**src/rtl/ex_commit_stage_pkg.sv**
```systemverilog
// Shared CPU definitions: datapath defaults, ALU flag bit positions
// and branch-type encodings used by the decoder, ALU and commit stage.
package ex_commit_stage_pkg;

  localparam int XLEN_DEF   = 32;
  localparam int REG_AW_DEF = 5;

  localparam int FLAG_ZERO = 0;
  localparam int FLAG_SIGN = 1;
  localparam int FLAG_CMP  = 2;

  typedef enum logic [2:0] {
    BR_NONE = 3'd0,
    BR_BEQ  = 3'd1,
    BR_BNE  = 3'd2,
    BR_BLT  = 3'd3,
    BR_BGE  = 3'd4,
    BR_JAL  = 3'd5
  } br_type_e;

  function automatic logic is_cond_br(logic [2:0] t);
    return (t >= 3'(BR_BEQ)) && (t <= 3'(BR_BGE));
  endfunction

endpackage

```
**src/rtl/ex_commit_stage_if.sv**
```systemverilog
// ALU-to-commit handshake, commit-to-writeback handshake,
// flush and fetch-redirect signals of the commit stage.
interface ex_commit_stage_if
  import ex_commit_stage_pkg::*;
#(
  parameter int XLEN   = XLEN_DEF,
  parameter int REG_AW = REG_AW_DEF
);
  logic              in_valid;
  logic              in_ready;
  logic [XLEN-1:0]   alu_result;
  logic [2:0]        alu_flag;
  logic [REG_AW-1:0] in_rd;
  logic              in_reg_write;
  logic [2:0]        in_br_type;
  logic [XLEN-1:0]   in_pc;
  logic [XLEN-1:0]   in_br_target;
  logic              flush;
  logic              out_valid;
  logic              out_ready;
  logic [XLEN-1:0]   out_result;
  logic [REG_AW-1:0] out_rd;
  logic              out_reg_write;
  logic              redirect_valid;
  logic [XLEN-1:0]   redirect_pc;

  modport slave (
    input  in_valid, alu_result, alu_flag,
    input  in_rd, in_reg_write, in_br_type,
    input  in_pc, in_br_target, flush, out_ready,
    output in_ready, out_valid, out_result,
    output out_rd, out_reg_write,
    output redirect_valid, redirect_pc
  );

  modport master (
    output in_valid, alu_result, alu_flag,
    output in_rd, in_reg_write, in_br_type,
    output in_pc, in_br_target, flush, out_ready,
    input  in_ready, out_valid, out_result,
    input  out_rd, out_reg_write,
    input  redirect_valid, redirect_pc
  );

endinterface

```
**src/rtl/ex_commit_stage_branch_resolve.sv**
```systemverilog
// Combinational branch-taken decision from branch type and ALU flags.
module branch_resolve
  import ex_commit_stage_pkg::*;
(
  input  logic [2:0] br_type_i,
  input  logic [2:0] flag_i,
  output logic       taken_o
);

  logic zero;
  logic sign;
  logic unused_cmp;

  assign zero       = flag_i[FLAG_ZERO];
  assign sign       = flag_i[FLAG_SIGN];
  assign unused_cmp = flag_i[FLAG_CMP];

  always_comb begin
    taken_o = 1'b0;
    unique case (br_type_i)
      3'(BR_BEQ): taken_o = zero;
      3'(BR_BNE): taken_o = ~zero;
      3'(BR_BLT): taken_o = sign;
      3'(BR_BGE): taken_o = ~sign;
      3'(BR_JAL): taken_o = 1'b1;
      default:    taken_o = 1'b0;
    endcase
  end

endmodule

```
**src/rtl/ex_commit_stage.sv**
```systemverilog
// Commit stage: 2-entry in-order skid buffer with branch resolution
// at acceptance, one-cycle fetch redirect and wrong-path bubble.
module ex_commit_stage
  import ex_commit_stage_pkg::*;
#(
  parameter int XLEN   = XLEN_DEF,
  parameter int REG_AW = REG_AW_DEF
) (
  input logic clk,
  input logic rst,
  ex_commit_stage_if.slave bus
);

  typedef struct packed {
    logic [XLEN-1:0]   result;
    logic [REG_AW-1:0] rd;
    logic              reg_write;
  } entry_t;

  entry_t          mem_q [2];
  entry_t          ent;
  entry_t          head;
  logic [1:0]      cnt_q, cnt_d;
  logic            head_q, head_d;
  logic            tail_q, tail_d;
  logic            rdy_q, rdy_d;
  logic            rv_q, rv_d;
  logic [XLEN-1:0] rpc_q, rpc_d;
  logic            taken;
  logic            accept;
  logic            drain;
  logic            jump;

  branch_resolve u_br (
    .br_type_i (bus.in_br_type),
    .flag_i    (bus.alu_flag),
    .taken_o   (taken)
  );

  assign accept = bus.in_valid & rdy_q & ~bus.flush;
  assign drain  = (cnt_q != 2'd0) & bus.out_ready
                & ~bus.flush;
  assign jump   = accept & taken;

  always_comb begin
    ent.result    = bus.alu_result;
    ent.rd        = bus.in_rd;
    ent.reg_write = bus.in_reg_write;
    if (bus.in_br_type == 3'(BR_JAL))
      ent.result = bus.in_pc + XLEN'(4);
    if (is_cond_br(bus.in_br_type))
      ent.reg_write = 1'b0;
  end

  always_comb begin
    cnt_d  = cnt_q;
    head_d = head_q;
    tail_d = tail_q;
    rdy_d  = rdy_q;
    rv_d   = 1'b0;
    rpc_d  = rpc_q;
    if (bus.flush) begin
      cnt_d  = 2'd0;
      head_d = 1'b0;
      tail_d = 1'b0;
      rdy_d  = 1'b1;
    end else begin
      if (accept) tail_d = ~tail_q;
      if (drain)  head_d = ~head_q;
      unique case ({accept, drain})
        2'b10:   cnt_d = cnt_q + 2'd1;
        2'b01:   cnt_d = cnt_q - 2'd1;
        default: cnt_d = cnt_q;
      endcase
      // a taken branch leaves a one-cycle hole for wrong-path fetch
      rdy_d = (cnt_d != 2'd2) & ~jump;
      rv_d  = jump;
      if (jump) rpc_d = bus.in_br_target;
    end
  end

  always_ff @(posedge clk) begin
    if (rst) begin
      cnt_q  <= 2'd0;
      head_q <= 1'b0;
      tail_q <= 1'b0;
      rdy_q  <= 1'b1;
      rv_q   <= 1'b0;
      rpc_q  <= '0;
    end else begin
      cnt_q  <= cnt_d;
      head_q <= head_d;
      tail_q <= tail_d;
      rdy_q  <= rdy_d;
      rv_q   <= rv_d;
      rpc_q  <= rpc_d;
    end
  end

  always_ff @(posedge clk) begin
    if (!rst && accept) mem_q[tail_q] <= ent;
  end

  assign head = mem_q[head_q];

  assign bus.in_ready       = rdy_q;
  assign bus.out_valid      = (cnt_q != 2'd0);
  assign bus.out_result     = bus.out_valid ? head.result : '0;
  assign bus.out_rd         = bus.out_valid ? head.rd : '0;
  assign bus.out_reg_write  = bus.out_valid & head.reg_write;
  assign bus.redirect_valid = rv_q;
  assign bus.redirect_pc    = rpc_q;

endmodule

```
**src/flat_wrapper.sv**
```systemverilog
// flat-port wrapper written by rule: the top's interface ports become plain ports
module ex_commit_stage_flat import ex_commit_stage_pkg::*;
#(
  parameter int XLEN   = XLEN_DEF,
  parameter int REG_AW = REG_AW_DEF
)
  (clk, rst, bus_in_valid, bus_alu_result, bus_alu_flag, bus_in_rd, bus_in_reg_write, bus_in_br_type, bus_in_pc, bus_in_br_target, bus_flush, bus_out_ready, bus_in_ready, bus_out_valid, bus_out_result, bus_out_rd, bus_out_reg_write, bus_redirect_valid, bus_redirect_pc);
  ex_commit_stage_if #(.XLEN(XLEN), .REG_AW(REG_AW)) bus_i ();
  input logic clk;
  input logic rst;
  input wire logic [$bits(bus_i.in_valid)-1:0] bus_in_valid;
  input wire logic [$bits(bus_i.alu_result)-1:0] bus_alu_result;
  input wire logic [$bits(bus_i.alu_flag)-1:0] bus_alu_flag;
  input wire logic [$bits(bus_i.in_rd)-1:0] bus_in_rd;
  input wire logic [$bits(bus_i.in_reg_write)-1:0] bus_in_reg_write;
  input wire logic [$bits(bus_i.in_br_type)-1:0] bus_in_br_type;
  input wire logic [$bits(bus_i.in_pc)-1:0] bus_in_pc;
  input wire logic [$bits(bus_i.in_br_target)-1:0] bus_in_br_target;
  input wire logic [$bits(bus_i.flush)-1:0] bus_flush;
  input wire logic [$bits(bus_i.out_ready)-1:0] bus_out_ready;
  output wire logic [$bits(bus_i.in_ready)-1:0] bus_in_ready;
  output wire logic [$bits(bus_i.out_valid)-1:0] bus_out_valid;
  output wire logic [$bits(bus_i.out_result)-1:0] bus_out_result;
  output wire logic [$bits(bus_i.out_rd)-1:0] bus_out_rd;
  output wire logic [$bits(bus_i.out_reg_write)-1:0] bus_out_reg_write;
  output wire logic [$bits(bus_i.redirect_valid)-1:0] bus_redirect_valid;
  output wire logic [$bits(bus_i.redirect_pc)-1:0] bus_redirect_pc;
  assign bus_i.in_valid = bus_in_valid;
  assign bus_i.alu_result = bus_alu_result;
  assign bus_i.alu_flag = bus_alu_flag;
  assign bus_i.in_rd = bus_in_rd;
  assign bus_i.in_reg_write = bus_in_reg_write;
  assign bus_i.in_br_type = bus_in_br_type;
  assign bus_i.in_pc = bus_in_pc;
  assign bus_i.in_br_target = bus_in_br_target;
  assign bus_i.flush = bus_flush;
  assign bus_i.out_ready = bus_out_ready;
  assign bus_in_ready = bus_i.in_ready;
  assign bus_out_valid = bus_i.out_valid;
  assign bus_out_result = bus_i.out_result;
  assign bus_out_rd = bus_i.out_rd;
  assign bus_out_reg_write = bus_i.out_reg_write;
  assign bus_redirect_valid = bus_i.redirect_valid;
  assign bus_redirect_pc = bus_i.redirect_pc;
  ex_commit_stage #(.XLEN(XLEN), .REG_AW(REG_AW)) u_core (.clk(clk), .rst(rst), .bus(bus_i));
endmodule
```
**config.mk**
```make
export PLATFORM = sky130hd
export DESIGN_NAME = ex_commit_stage_flat
export DESIGN_NICKNAME = d
export VERILOG_FILES = /design/src/rtl/ex_commit_stage_pkg.sv /design/src/rtl/ex_commit_stage_if.sv /design/src/rtl/ex_commit_stage_branch_resolve.sv /design/src/rtl/ex_commit_stage.sv /design/src/flat_wrapper.sv
export SDC_FILE = /design/constraint.sdc
export NUM_CORES = 1
export LEC_CHECK = 0
export CORE_MARGIN = 8
export CORE_UTILIZATION = 40
export CTS_BUF_LIST = sky130_fd_sc_hd__clkbuf_4 sky130_fd_sc_hd__clkbuf_8 sky130_fd_sc_hd__clkbuf_16
export DETAILED_ROUTE_END_ITERATION = 10
export HOLD_SLACK_MARGIN = 0.15
export PLACE_DENSITY = 0.78
export REMOVE_ABC_BUFFERS = 1
export SLEW_MARGIN = 20
export SYNTH_ARGS = -nofsm -noshare
export SYNTH_HDL_FRONTEND = slang
export SYNTH_SLANG_ARGS = --single-unit
```
**constraint.sdc**
```tcl
create_clock -name clk -period 5.4 [get_ports clk]
set_input_delay 0.81 -clock clk [delete_from_list [all_inputs] [get_ports clk]]
set_output_delay 0.81 -clock clk [all_outputs]
set_load 0.01 [all_outputs]
```
After elaboration in Yosys (flattened, before gate mapping)
Memories as Yosys holds them, arrays and structs flattened. A register that Yosys moved wholly into a read port is not among the register bits.
Index checks and enable logic that the tools add are counted.
{ "word_totals": {"reg_bits": 38, "mem_bits_rw": 76, "input_bits": 113, "out_inout_bits": 73, "word_cells": 50, "memories": 1} }
{ "op_classes": {"add_sub_neg": 3, "magnitude_cmp": 2, "n_eq_ne": 8, "mux": 11, "n_bitwise": 13, "reduce_logical": 6} }
{ "memory_table": {"columns": ["name", "depth", "word_bits", "rd", "rd_clocked_by_memory_dff", "write_ports", "line_no", "source"], "rows": [
  ["u_core.mem_q", 2, 38, 1, 1, 1, "ex_commit_stage.sv:20", "entry_t mem_q [2];"]
]} }
{ "op_table": {"columns": ["operator", "n"], "rows": [
  ["2-to-1 mux 32 bit", 2],
  ["adder 32 x 3 -> 32 bit, second input constant", 1],
  ["bitwise AND 1 bit", 7],
  ["equality test 3 x 2 -> 1 bit, second input constant", 2],
  ["equality test 3 bit, second input constant", 2],
  ["inverter 1 bit", 6],
  ["2-to-1 mux 1 bit", 5],
  ["2-to-1 mux 5 bit", 1],
  ["case mux 1 bit (5 select lines)", 1],
  ["case mux 2 bit (2 select lines)", 1],
  ["equality test 3 x 1 -> 1 bit, second input constant", 1],
  [">= comparator 3 x 1 -> 1 bit, second input constant", 1],
  ["<= comparator 3 bit, second input constant", 1],
  ["adder 2 x 1 -> 2 bit, second input constant", 1],
  ["equality test 2 x 1 -> 1 bit, second input constant", 1],
  ["equality test 2 bit, second input constant", 1],
  ["logical AND 1 bit", 2],
  ["2-to-1 mux 2 bit", 1],
  ["inequality test 2 bit, second input constant", 1],
  ["AND reduction 2 bit", 1],
  ["nonzero test 2 bit", 1],
  ["OR reduction 2 bit", 1],
  ["subtractor 2 x 1 -> 2 bit, second input constant", 1],
  ["zero test 1 bit", 1]
]} }

Logic depth before layout (Yosys ltp)
{ "depth": {"word_depth": 8, "mapped_depth": 9, "ltp_nobuf": 9} }

Hierarchy
Synthesis repeated with hierarchy kept, for this count alone.
{ "hier_totals": {"cells_unflattened": 511, "hier_area_um2": 5236.3} }
{ "by_module_without_submodules": {"columns": ["module", "instances", "cells_each", "area_each_um2"], "rows": [
  ["ex_commit_stage", 1, 504, 5198.7],
  ["branch_resolve", 1, 7, 37.5]
]} }

Worst setup path before layout
OpenSTA, ideal clock, no wires.
{ "synth_timing": {"path_type": "input to register", "start": "input rst", "end": "memory u_core.mem_q[0][0] (netlist name), enable pin", "t_arrival_ns": 4.011, "required_ns": 4.919, "slack_ns": 0.908, "cell_stages": 4, "path_cell_list": "clkbuf_1 > or2_2 > clkbuf_1 > nor3_1"} }
{ "synth_between": {"elab_chain_len": 4} }
{ "synth_rtl": {"columns": ["element", "line_no", "source"], "rows": [
  ["start, declared", "flat_wrapper.sv:10", "input logic rst;"],
  ["zero test 1 bit", "ex_commit_stage.sv:101", "if (!rst && accept) mem_q[tail_q] <= ent;"],
  ["logical AND 1 bit", "ex_commit_stage.sv:101", null],
  ["2-to-1 mux 1 bit", "ex_commit_stage.sv:101", null],
  ["2-to-1 mux 1 bit (not written as such)", "ex_commit_stage.sv:101", null],
  ["end, declared", "ex_commit_stage.sv:20", null]
]} }
No other way between the ends.

==> flow_summary.toml <==
[status]
outcome = "complete, no violations"

[timing]
hold_viol = 0
rsz0062_at_grt = "false"
fmax_mhz = 308
setup_viol = 0
slew_viol_final = 0
tns_ns = 0
tightest_slew_ns = 1.02
max-slew-margin-rel = 0.320
fin_worst_skew_ns = 0.00546
fin_crit_ns = 3.24
period_share = 0.601
setup_ws_ns = 2.16

[hold_path]
min_path_type = "reg -> reg"

[setup_path]
start_kind = "input port"
crit_top_cell = "or4_1"
critPathTopFamily = "simple AND/OR/NAND/NOR gates"
cpPeakStageDelay_ns = 0.91
worstPathRequired_ns = 5.64
endpoint_kind = "register"
path_cells = "clkdlybuf4s50_1, nand4_1, or4_1, or4_1, a31oi_1"
cp_num_buf_inv = 1
critical_path_class = "in -> reg"
cp_max_fo = 14
crit_arrival_ns = 3.48
crit_slowest_cell = "or4_1"

[logic_synthesis]
synth_seq_area_share = 0.580
synth-edff-count = 76
yosysTopAreaCell = "edfxtp_1"
synthCells = 513
syn_avg_cell_area_um2 = 10.3
synth_xor_area_frac = 0.0315
yosys_warnings = 0
synth-simple-area-share = 0.161
synth_top_family_by_area = "simple AND/OR/NAND/NOR gates"
synth_fa_ha_area_frac = 0.00474
synthFlopType = "edfxtp_1"
synth_area_leaders = "edfxtp_1, dfxtp_1, mux2i_1, o21ai_0, nor2_1"
ys_ff_latch = 115
yosysUniqueCellTypes = 35
async_reset_ff_frac = 0
synthDominantCellAreaShare = 0.432
synth_compound_area_frac = 0.117
synthesis.area_mm2 = 0.00528
synthMuxAreaShare = 0.0740

[place]
placed_cell_area_mm2 = 0.00729
port_buffers = 184
dpl_worst_slack_ns = 1.78
place_congestion = 0.760
dp_hpwl_um = 10700

[grt]
overflow = 0
antenna_found_initial = 0
grt_pass1_wl_um = 23800
grt_max_degree = 40
grt_pass1_vias = 4822
grt.total_usage = 0.182

[drt]
avgViaCountPerCell = 5.34
drc = 0
routed_wl_um = 15300
num_vias = 4681
ant_nets = 0
first_iter_violations = 313
drt_pre_antenna_iters = 5
wl_per_cell_um = 17.5

[run]
cap_violations = 0

[clocking]
cts_hold_buf = 0
cts_num_sinks = 115
cts_root_buffer = "clkbuf_16"
htree_levels = 4
postCtsSetupBuffers = 0
path_clk_slew_ns = 0.05
cts_tree = "built"
cts_resized = 0
clockBufferDepth = 2
numCtsBuffers = 17
clk_latency_ns = 0.41

[power]
power_density_mw_per_mm2 = 293
p_leak_nw = 2.59
ir_drop_uv = 172
power_mw = 2.30

[floorplanning]
die_area_mm2 = 0.0171
io_pins = 186
rows = 42
die_w_um = 131
core_mm2 = 0.0131
initial_utilization = 0.403
fp.dieH_um = 131

[final_layout]
final_area_mm2 = 0.00786
drive_above_1_share = 0.0686
area_growth_pct = 49.0
antennaDiodeCount = 0
fin_nets = 802
-- cells by family after synthesis --
| kind of cell | after synthesis |
|---|---|
| and+or+nand+nor | 181 |
| AOI/OAI and AO/OA | 115 |
| DFF | 115 |
| buffers and inverters | 42 |
| muxes | 39 |
| xor gates and xnor gates | 19 |
| adders and majority gates | 2 |
-- flip-flops by register name, summed over array words and instances (netlist names), named ones only --
| register | flops |
|---|---|
| u_core.bus.in_ready | 1 |
| u_core.bus.redirect_pc | 32 |
| u_core.bus.redirect_valid | 1 |
| u_core.cnt_q | 2 |
| u_core.head_q | 1 |
| u_core.mem_q | 76 |
| u_core.tail_q | 1 |
-- routing by layer --
layer	up-vias	track usage	share of wire
met4	0	0.0763	0.013
met3	19	0.0938	0.13
met1	2231	0.194	0.39
met2	210	0.300	0.46
met5	-	0	0
li1	2221	-	-
-- worst reg2reg max path: cells and delay by family, from the launching register on --
family                   cells  cell delay [ns]
flip-flops                   1             0.34
AO/OA/AOI/OAI                2             0.26
buffers and inverters        2             0.51
adder cells (fa/ha/maj)      1             0.33
AND/OR/NAND/NOR              4             0.66
-- final timing paths --
| kind | from | end | slack (ns) | cells past startpoint |
|---|---|---|---|---|
| setup / recovery | bus_in_pc[5] | u_core.mem_q[1][35]$_DFFE_PP_ | 2.16 | 5 |
| hold / removal | u_core.bus.redirect_pc[20]$_SDFFE_PP0P_ | u_core.bus.redirect_pc[20]$_SDFFE_PP0P_ | 0.47 | 2 |
| setup reg to reg | u_core.cnt_q[0]$_SDFF_PP0_ | u_core.bus.in_ready$_SDFF_PP1_ | 3.18 | 9 |
| hold reg to reg | u_core.bus.redirect_pc[20]$_SDFFE_PP0P_ | u_core.bus.redirect_pc[20]$_SDFFE_PP0P_ | 0.47 | 2 |
-- synthesized netlist by cell type (all sizes together), types with 2 or more instances --
cell type / number
nand3: 43
xnor2: 14
or3: 10
inv: 6
a31oi: 13
nand2: 35
o21ai: 59
clkbuf: 31
nor2b: 2
nor4: 4
nor2: 60
and3: 3
o31ai: 5
a21oi: 34
mux2i: 39
or4: 7
edfxtp: 76
nand3b: 2
dfxtp: 39
nor3: 6
ha: 2
xor2: 5
buf: 5
nand4: 6
-- power by group --
group | leakage (nW) | switching (mW) | internal (mW)
registers | 1.01 | 0.00826 | 0.966
clock network | 0.295 | 0.362 | 0.707
logic | 1.28 | 0.120 | 0.135
-- cell usage in the layout (no fill, tap or decap), drive strengths merged, types with 7 or more instances in the layout --
cell type,count
clkdlybuf4s50,183
edfxtp,76
nor2,60
o21ai,59
nand3,43
mux2i,39
dfxtp,39
nand2,35
a21oi,34
clkbuf,26
xnor2,14
a31oi,13
or3,10
buf,8
or4,7
-- layout make-up --
class,count,area [um^2]
Clock buffer,26,524
Clock inverter,6,53.8
Fill cell,1073,5220
Inverter,6,22.5
Multi-Input combinational cell,356,2090
Sequential cell,115,3060
Tap cell,176,220
Timing Repair Buffer,191,1890
-- per-stage QoR --
step | hold slack [ns] | cells | util
after floorplan | 0.472 | 477 | -
after global placement | 0.460 | 844 | 0.556
after detailed placement | 0.469 | 844 | 0.557
after CTS | 0.474 | 876 | 0.601
after global routing | 0.495 | 876 | 0.601
final | 0.473 | 876 | 0.601
(Power assumes the default switching activity.)
